==> src/rtl/fetch_pkg.sv <==
// Shared types and constants for the instruction-fetch controller.
// No logic; nothing here is clocked.
// No backpressure; type and constant definitions only.
package fetch_pkg;

    // Controller phases: waiting for first start, executing, stopped on halt.
    typedef enum logic [1:0] {
        IDLE   = 2'd0,
        RUN    = 2'd1,
        HALTED = 2'd2
    } state_t;

    // Default machine-code halt for the standard 9-bit instruction word.
    localparam int unsigned DEF_W    = 9;
    localparam logic [DEF_W-1:0] DEF_HALT = {DEF_W{1'b1}};

endpackage

==> src/rtl/fetch_ctrl.sv <==
// Program counter sequencer for the combinational instruction ROM: start, step, branch, halt.
// Fetch-to-decode is 0 cycles (Inst = RomInst); PC/Done/InstCount update on the next edge.
// Stall holds PC and the retired count for that cycle only; Start is ignored while running.
module fetch_ctrl
    import fetch_pkg::*;
#(
    parameter int unsigned A    = 10,
    parameter int unsigned W    = 9,
    parameter logic [W-1:0] HALT = {W{1'b1}},
    parameter int unsigned CW   = 16
) (
    input  logic          Clk,
    input  logic          Reset,
    input  logic          Start,
    input  logic          Stall,
    input  logic          BranchAbs,
    input  logic          BranchRel,
    input  logic [A-1:0]  Target,
    input  logic [W-1:0]  RomInst,
    output logic [A-1:0]  PC,
    output logic [W-1:0]  Inst,
    output logic          InstValid,
    output logic          Done,
    output logic [CW-1:0] InstCount
);

    state_t        state, state_nx;
    logic [A-1:0]  pc_nx;
    logic          done_nx;
    logic [CW-1:0] cnt_nx;
    logic          is_halt;

    // The ROM is combinational, so the current instruction goes straight to decode.
    assign Inst      = RomInst;
    assign InstValid = (state == RUN);
    assign is_halt   = (RomInst == HALT);

    // Next state, next PC and retired-count update; priority is stall, halt, abs, rel, step.
    always_comb begin
        state_nx = state;
        pc_nx    = PC;
        done_nx  = Done;
        cnt_nx   = InstCount;
        case (state)
            IDLE: begin
                pc_nx = '0;
                if (Start) begin
                    state_nx = RUN;
                end
            end
            RUN: begin
                if (!Stall) begin
                    // Halt counts as retired; the count saturates rather than wrapping.
                    if (InstCount != {CW{1'b1}}) begin
                        cnt_nx = InstCount + CW'(1);
                    end
                    if (is_halt) begin
                        state_nx = HALTED;
                        done_nx  = 1'b1;
                    end else if (BranchAbs) begin
                        pc_nx = Target;
                    end else if (BranchRel) begin
                        // A-bit add: two's-complement offset, wraps silently.
                        pc_nx = PC + Target;
                    end else begin
                        pc_nx = PC + A'(1);
                    end
                end
            end
            HALTED: begin
                if (Start) begin
                    state_nx = RUN;
                    pc_nx    = '0;
                    done_nx  = 1'b0;
                    cnt_nx   = '0;
                end
            end
            default: begin
                state_nx = IDLE;
                pc_nx    = '0;
                done_nx  = 1'b0;
                cnt_nx   = '0;
            end
        endcase
    end

    // State, PC, Done and count registers; synchronous reset wins over any Start.
    always_ff @(posedge Clk) begin
        if (Reset) begin
            state     <= IDLE;
            PC        <= '0;
            Done      <= 1'b0;
            InstCount <= '0;
        end else begin
            state     <= state_nx;
            PC        <= pc_nx;
            Done      <= done_nx;
            InstCount <= cnt_nx;
        end
    end

endmodule

==> config.mk <==
export PLATFORM = sky130hd
export DESIGN_NAME = fetch_ctrl
export DESIGN_NICKNAME = d
export VERILOG_FILES = /design/src/rtl/fetch_pkg.sv /design/src/rtl/fetch_ctrl.sv
export SDC_FILE = /design/constraint.sdc
export NUM_CORES = 1
export LEC_CHECK = 0
export BUFFER_PORTS_ARGS = -buffer_cell sky130_fd_sc_hd__buf_4
export CAP_MARGIN = 15
export CELL_PAD_IN_SITES_DETAIL_PLACEMENT = 1
export CELL_PAD_IN_SITES_GLOBAL_PLACEMENT = 1
export CORE_MARGIN = 4
export CORE_UTILIZATION = 33
export DETAILED_ROUTE_END_ITERATION = 8
export MAX_ROUTING_LAYER = met4
export PLACE_DENSITY = 0.87
export SLEW_MARGIN = 20
export SYNTH_ARGS = -nofsm -noshare
export SYNTH_HDL_FRONTEND = slang
export SYNTH_SLANG_ARGS = --single-unit
==> constraint.sdc <==
create_clock -name Clk -period 1.9 [get_ports Clk]
set_input_delay 0.19 -clock Clk [delete_from_list [all_inputs] [get_ports Clk]]
set_output_delay 0.19 -clock Clk [all_outputs]
set_load 0.01 [all_outputs]
Word level (Yosys, flattened, before mapping)
Cells that the tools add are included.
- add/subtract/negate cells: 3
- eq/ne operators: 10
- multiplexer cells: 18
- bitwise operators: 1
- reduce and logical (&&, ||, !) cells: 6
- operator list (operator ; number):
    $mux 10 ; 5
    $mux 16 ; 3
    $pmux 16 s3 ; 1
    $pmux 10 s2 ; 1
    $add 16x1->16 const B ; 1
    $ne 16x16->1 const B ; 1
    $add 10x1->10 const B ; 1
    $add 10x10->10 ; 1
    $eq 9x9->1 const B ; 1
    $reduce_and 4->1 ; 2
    $mux 2 ; 3
    $ne 2x1->1 const B ; 3
    $ne 2x2->1 const B ; 3
    $reduce_and 3->1 ; 2
    $pmux 2 s2 ; 1
    $mux 1 ; 3
    $pmux 1 s3 ; 1
    $eq 2x1->1 const B ; 1
    $eq 2x2->1 const B ; 1
    $logic_not 2->1 ; 1
    $reduce_or 2->1 ; 1
    $not 1->1 ; 1
- flip-flop bits (word level): 29
- input bits: 25
- output and inout bits: 37
- logic and storage cells: 42

Longest topological paths before layout
Gate-level depths: netlist of the first run.
- depth after elaboration: 6
- mapped depth: 8
- depth with buffers taken out: 8

Worst setup path after synthesis of the first run
Ideal clock, no wire load.
- path kind: flip-flop to flip-flop
- start point: reg PC[0]
- end point: reg PC[8]
- library setup time: 0.095 ns
- arrival time: 1.870 ns
- data required time: 1.805 ns
- setup slack: -0.066 ns
- stages on the path, launching flop included: 8
- buffers on the path: 0
- period minus slack after synthesis: 1.966 ns
- path through: dfxtp_1 > ha_1 > fa_1 > a211oi_1 > o21ai_0 > o31ai_1 > xor2_1 > a221oi_1
- cells in the longest elaborated chain, start to end: 6
- elaborated cells on any way between the ends: 7
- classes of those cells: add/sub (2); mux (5)
- RTL lines (what ; line ; source):
    start, declared ; fetch_ctrl.sv:20 ; output logic [A-1:0] PC,
    start signal, assigned ; fetch_ctrl.sv:96 ; PC <= pc_nx;
    $add 10x1->10 / $add 10x10->10 (equally long branches) ; fetch_ctrl.sv:66, fetch_ctrl.sv:64 ;
    $mux 10 (*) ; fetch_ctrl.sv:62 ; end else if (BranchRel) begin
    $mux 10 (*) ; fetch_ctrl.sv:60 ; end else if (BranchAbs) begin
    $mux 10 (*) ; fetch_ctrl.sv:57 ; if (is_halt) begin
    $mux 10 (*) ; fetch_ctrl.sv:52 ; if (!Stall) begin
    $pmux 10 s2 (*) ; fetch_ctrl.sv:44 ; case (state)
Every way passes the cells marked *; elsewhere a longest branch is shown, timed or not. The select of a mux whose other input is x is not followed.
A chain may end at the register's enable or synchronous reset.

Worst setup path in the final report of the first run
- start point: reg PC[0]
- end point: reg PC[6]
The elaborated chain is that of the path after synthesis.

==> impl_metrics.csv, run 1 <==
group,metric,value,unit
die,dieWidth,85.3,µm
route,drt_wl_total,6070,µm
cells_and_area,antennaDiodeCount,0,
place,numPortBuffers,61,
place,place_hpwl,4800,µm
route,post_drt_wl_per_cell,15.9,µm
route,vias,2036,
clocking,cts_buffer_depth,2,
clocking,clk_pin_slew,70,ps
sta,drv_slew,0,
sta,rsz0062_at_grt,"yes",
setup_path,crit_type,"reg -> reg",
sta,fin_crit_sh,97.8,%
global_routing,grt_max_degree,17,
synthesis,syn-instance-count,232,
die,rows,27,
route,drt-vias-per-instance,5.33,
cells_and_area,drive_above_1_share,36.8,%
cells_and_area,final_cell_mix,"buf_4, dfxtp_1, nor2_1",
cells_and_area,fillers,683,
synthesis,ys_seq_area_share,29.4,%
power,peakVddDrop,0.269,mV
global_routing,grt_pass1_wl,10200,µm
route,drt_pass1_iterations,4,
synthesis,synth-seq-cells,29,
setup_path,critPathCaptureType,"flop",
die,io_pins,62,
setup_path,startpoint_type,"flop",
synthesis,synth_nets,268,
global_routing,overflow,0,
synthesis,synth_flop_cell,"dfxtp_1",
clocking,postCtsHoldBufs,0,
power,cellLeakagePower,1.20,nW
synthesis,avgSynthCellArea,8.50,µm²
sta,fmax,538,MHz
cells_and_area,final_common_cell,"buf_4",
min_path,hold_depth,2,
status,outcome,"complete, no violations",
run,maxCapViolCount,0,
setup_path,required,2070,ps
route,drc,0,
synthesis,async_reset_ff_share,0,%
sta,relSlewSlack,64.8,%
global_routing,antenna_found_initial,0,
clocking,cts_buffers,5,
synthesis,ys_warn_count,0,
sta,period_minus_slack,1860,ps
sta,fin_skew,11.5,ps
global_routing,grt_usage,17.5,%
route,antenna_left,0,
clocking,htree_num_levels,2,
power,powerDensity,537,mW/mm²
min_path,min_path_type,"in -> reg",
place,gp_congestion,0.785,
sta,fin_hold_ws,178,ps
clocking,cts-root-buf,"clkbuf_8",
sta,finalHoldViolCount,0,
die,coreArea,0.00564,mm²
cells_and_area,layout.nets,345,
setup_path,ff2ff_path_depth,8,
route,first_iter_violations,60,
setup_path,cp_max_fo,3,
sta,tightest_slew,525,ps
die,dieArea,0.00728,mm²
synthesis,ys_types,53,
synthesis,syn-cell-area,0.00197,mm²
global_routing,grt_pass1_vias,2170,
sta,finalSetupTns,0,ps
clocking,clock_latency,280,ps
clocking,clock_sinks,29,
die,initial_core_util,35.0,%
clocking,cts_tree,"yes",
setup_path,crit_arrival,2030,ps
sta,setup_violations,0,
cells_and_area,syn_to_final_growth,39.3,%
die,dieHeight,85.3,µm
synthesis,synth_edf_count,0,
registers in the layout (all words and copies together) (netlist names):
signal     count
InstCount     16
Done           1
state          2
PC            10
where the power goes:
part / switching [W] / leakage (nW) / internal (W)
logic: 0.000131 / 0.914 / 0.000135
registers: 0.0000106 / 0.235 / 0.000618
clock network: 0.000252 / 0.0542 / 0.000327
total: 0.000394 / 1.20 / 0.00108
layout make-up:
type	instances	area, µm²	area share (%)
well taps	72	90.1	3.28
clock buffers	7	96.3	3.51
repair buffers	83	623	22.7
inverters	7	26.3	0.957
multi-input cells	183	1320	48.2
flip-flops and latches	29	582	21.2
clock inverters	1	5.00	0.182
layer usage:
| metal | wire [µm] | global-route usage, % | share of wire, % |
|---|---|---|---|
| met5 | 0 | - | 0 |
| met4 | 76 | 4.32 | 1.3 |
| met3 | 246 | 3.11 | 4.1 |
| met2 | 3070 | 31.1 | 51 |
| met1 | 2670 | 20.4 | 44 |
cell usage after synthesis, drive strengths merged, types with 6 or more instances:
master | count | area, µm²
xnor2 | 12 | 105
nor2 | 28 | 105
nand2b | 6 | 45.0
and2 | 9 | 56.3
o21ai | 10 | 50.0
dfxtp | 29 | 581
xor2 | 6 | 52.6
ha | 10 | 125
buf | 10 | 72.6
nand4 | 6 | 50.0
a21oi | 12 | 63.8
inv | 7 | 26.3
nand2 | 18 | 67.6
cell families (layout without fill, tap and decap cells):
logic type / Yosys count / after routing / share of synthesized area, %
buf+inv: 20 / 98 / 5.58
compound gates: 58 / 58 / 22.0
fa+ha+maj: 11 / 11 / 7.36
xor+xnor: 18 / 18 / 7.99
flops: 29 / 29 / 29.4
mux: 5 / 5 / 2.54
simple gates: 91 / 91 / 25.1
path summary, 6_finish.rpt:
| kind | slack [ps] | startpoint | endpoint |
|---|---|---|---|
| worst min-delay path | 180 | Reset | PC[8] |
| worst max-delay path | 40 | PC[0] | PC[6] |
| worst min register to register | 480 | Done | Done |
| worst max register to register | 40 | PC[0] | PC[6] |
critical path, cell delays in order (launching register included):
cell	delay [ps]
dfxtp_2	340
ha_4	160
fa_2	380
a211oi_2	250
o21ai_2	90
buf_4	150
xnor2_2	120
o21ai_1	70
a22o_1	170
what timing repair did:
action                                  CTS  global route
gates cloned                              0             0
buffers inserted                          0             1
gates resized for setup                   2             5
endpoints found under the setup margin    2             3
pin swaps                                 7             4
stage by stage:
| step | utilization (%) | cells | setup WS, ps | instance area (µm²) | total power [W] |
|---|---|---|---|---|---|
| floorplan | - | 232 | 2.25 | 1980 | 0.000777 |
| global placement | 46.2 | 373 | -141 | 2600 | 0.000890 |
| detailed placement | 46.2 | 373 | -209 | 2600 | 0.000901 |
| CTS | 48.1 | 381 | 4.01 | 2720 | 0.00148 |
| global route | 48.7 | 382 | -49.1 | 2750 | 0.00154 |
| finish | 48.7 | 382 | 42.5 | 2750 | 0.00147 |
Power figures use the tool's default switching activity.
==> inputs of run 2 (changes only) <==
--- a/config.mk
+++ b/config.mk
@@ -9,12 +9,11 @@
 export CAP_MARGIN = 15
 export CELL_PAD_IN_SITES_DETAIL_PLACEMENT = 1
 export CELL_PAD_IN_SITES_GLOBAL_PLACEMENT = 1
-export CORE_MARGIN = 4
 export CORE_UTILIZATION = 33
 export DETAILED_ROUTE_END_ITERATION = 8
 export MAX_ROUTING_LAYER = met4
 export PLACE_DENSITY = 0.87
-export SLEW_MARGIN = 20
+export SLEW_MARGIN = 30
 export SYNTH_ARGS = -nofsm -noshare
 export SYNTH_HDL_FRONTEND = slang
 export SYNTH_SLANG_ARGS = --single-unit
==> impl_metrics.csv, run 2 (same netlist as run 1, synthesis figures left out) <==
group,metric,value,unit
clocking,cts_tree,"yes",
sta,setup_violations,1,
cells_and_area,fin_util,48.6,%
die,dieHeight,79.3,µm
clocking,cts-root-buf,"clkbuf_8",
cells_and_area,final_cell_mix,"buf_4, dfxtp_1, nor2_1",
sta,rsz0062_at_grt,"yes",
die,io_pins,62,
route,drt_pass1_iterations,4,
die,dieArea,0.00629,mm²
cells_and_area,antennaDiodeCount,0,
clocking,cts_buffers,5,
min_path,min_path_type,"in -> reg",
route,antenna_left,0,
global_routing,grt_usage,21.2,%
sta,fin_crit_sh,102,%
cells_and_area,layout.nets,344,
setup_path,timing.rr.start,"PC[0]",
cells_and_area,stdcell_count,381,
route,post_drt_wl_per_cell,16.3,µm
setup_path,crit_chain,"ha_4 -> fa_2 -> a211oi_2 -> o21ai_2 -> o31ai_2 -> xor2_1 -> a221oi_2",
die,rows,27,
die,dieWidth,79.3,µm
cells_and_area,drive_above_1_share,36.6,%
status,outcome,"finished with violations",
min_path,worstHoldStart,"Target[7]",
power,report.power.total,0.00148,W
cells_and_area,top_register,"InstCount",
power,powerDensity,539,mW/mm²
sta,fmax,517,MHz
clocking,clock_latency,290,ps
cells_and_area,final_common_cell,"buf_4",
run,maxCapViolCount,0,
setup_path,cpPeakStageDelay,370,ps
global_routing,antenna_found_initial,0,
route,first_iter_violations,57,
global_routing,grt_max_degree,17,
sta,relSlewSlack,67.8,%
setup_path,crit_type,"reg -> reg",
place,dp_slack,-295,ps
die,coreArea,0.00564,mm²
setup_path,startpoint_type,"flop",
global_routing,grt_pass1_wl,10000,µm
setup_path,cp_max_fo,2,
sta,finalHoldViolCount,0,
setup_path,ff2ff_path_depth,7,
place,gp_congestion,0.842,
route,drt-vias-per-instance,5.30,
route,drt_wl_total,6210,µm
place,dp_cells,371,
setup_path,critPathCaptureType,"flop",
power,peakVddDrop,0.253,mV
sta,finalSetupTns,-32.5,ps
power,cellLeakagePower,1.20,nW
min_path,min_to,"PC[7]",
sta,tightest_slew,479,ps
sta,period_minus_slack,1930,ps
cells_and_area,syn_to_final_growth,39.1,%
clocking,clk_pin_slew,70,ps
die,initial_core_util,35.0,%
sta,fin_skew,11.0,ps
clocking,clock_sinks,29,
global_routing,overflow,0,
clocking,htree_num_levels,2,
clocking,cts_buffer_depth,2,
status,violations,"negative setup slack",
route,drc,0,
place,place_hpwl,4580,µm
min_path,hold_depth,3,
cells_and_area,top_regs,"InstCount (16), PC (10), state (2)",
setup_path,required,2100,ps
global_routing,grt_pass1_vias,2075,
setup_path,r2r_end,"PC[8]",
route,vias,2018,
place,numPortBuffers,61,
cells_and_area,largest_register_ffs,16,
setup_path,crit_arrival,2130,ps
setup_path,reg2reg_slack,-30,ps
setup_path,slowest_stage,"fa_2",
sta,fin_ws,-32.5,ps
sta,drv_slew,0,
-- run 2: cell count changes in the layout (fill, tap and decap cells not counted) --
cell     previous run  this run
a21oi_4             0         1
xnor2_2             1         0
buf_4              83        82
a21oi_1            11        10
xnor2_1            11        12
-- run 2: layout make-up --
type | instances | area (µm²)
Sequential cell | 29 | 582
Fill cell | 681 | 2900
Clock buffer | 7 | 96.3
Timing Repair Buffer | 82 | 616
Tap cell | 72 | 90.1
Inverter | 7 | 26.3
Multi-Input combinational cell | 183 | 1330
Clock inverter | 1 | 5.00
-- run 2: routing by layer --
metal  global-route usage (%)  up-vias  share of wire [%]
met4                     8.36        0                2.1
met2                     36.6       52                 51
li1                         -      993                  -
met1                     24.8      960                 43
met5                        -        -                  0
met3                     2.87       13                3.8
-- run 2: per-stage QoR --
step                hold WS, ps  area [µm²]
floorplan                   343        1980
global placement            440        2590
detailed placement          475        2590
CTS                         171        2700
global route                197        2740
finish                      191        2740
-- run 2: repair_timing --
action | in CTS | in global routing
pin swaps | 2 | 10
hold buffers | 0 | 0
buffers inserted | 0 | 2
endpoints found under the setup margin | 1 | 4
gates resized for setup | 2 | 6
-- run 2: report_power, final --
part / switching (W) / internal, W
registers: 0.0000114 / 0.000618
logic: 0.000135 / 0.000133
clock network: 0.000254 / 0.000327
total: 0.000401 / 0.00108
-- run 2: worst max-delay path by stage --
| stage | startpoint | depth (start not counted) | end |
|---|---|---|---|
| after floorplan | PC[0] | 7 | PC[8] |
| after global placement | Target[0] | 9 | PC[8] |
| after detailed placement | Target[0] | 9 | PC[8] |
| after CTS | PC[0] | 7 | PC[8] |
| after global routing | PC[0] | 7 | PC[8] |
| final | PC[0] | 7 | PC[8] |
-- run 2: critical path, delay by kind of cell, from the launching register on --
| kind | cells | cell delay (ps) |
|---|---|---|
| adders and majority gates | 2 | 540 |
| DFF | 1 | 340 |
| xor gates and xnor gates | 1 | 130 |
| AOI/OAI and AO/OA | 4 | 850 |
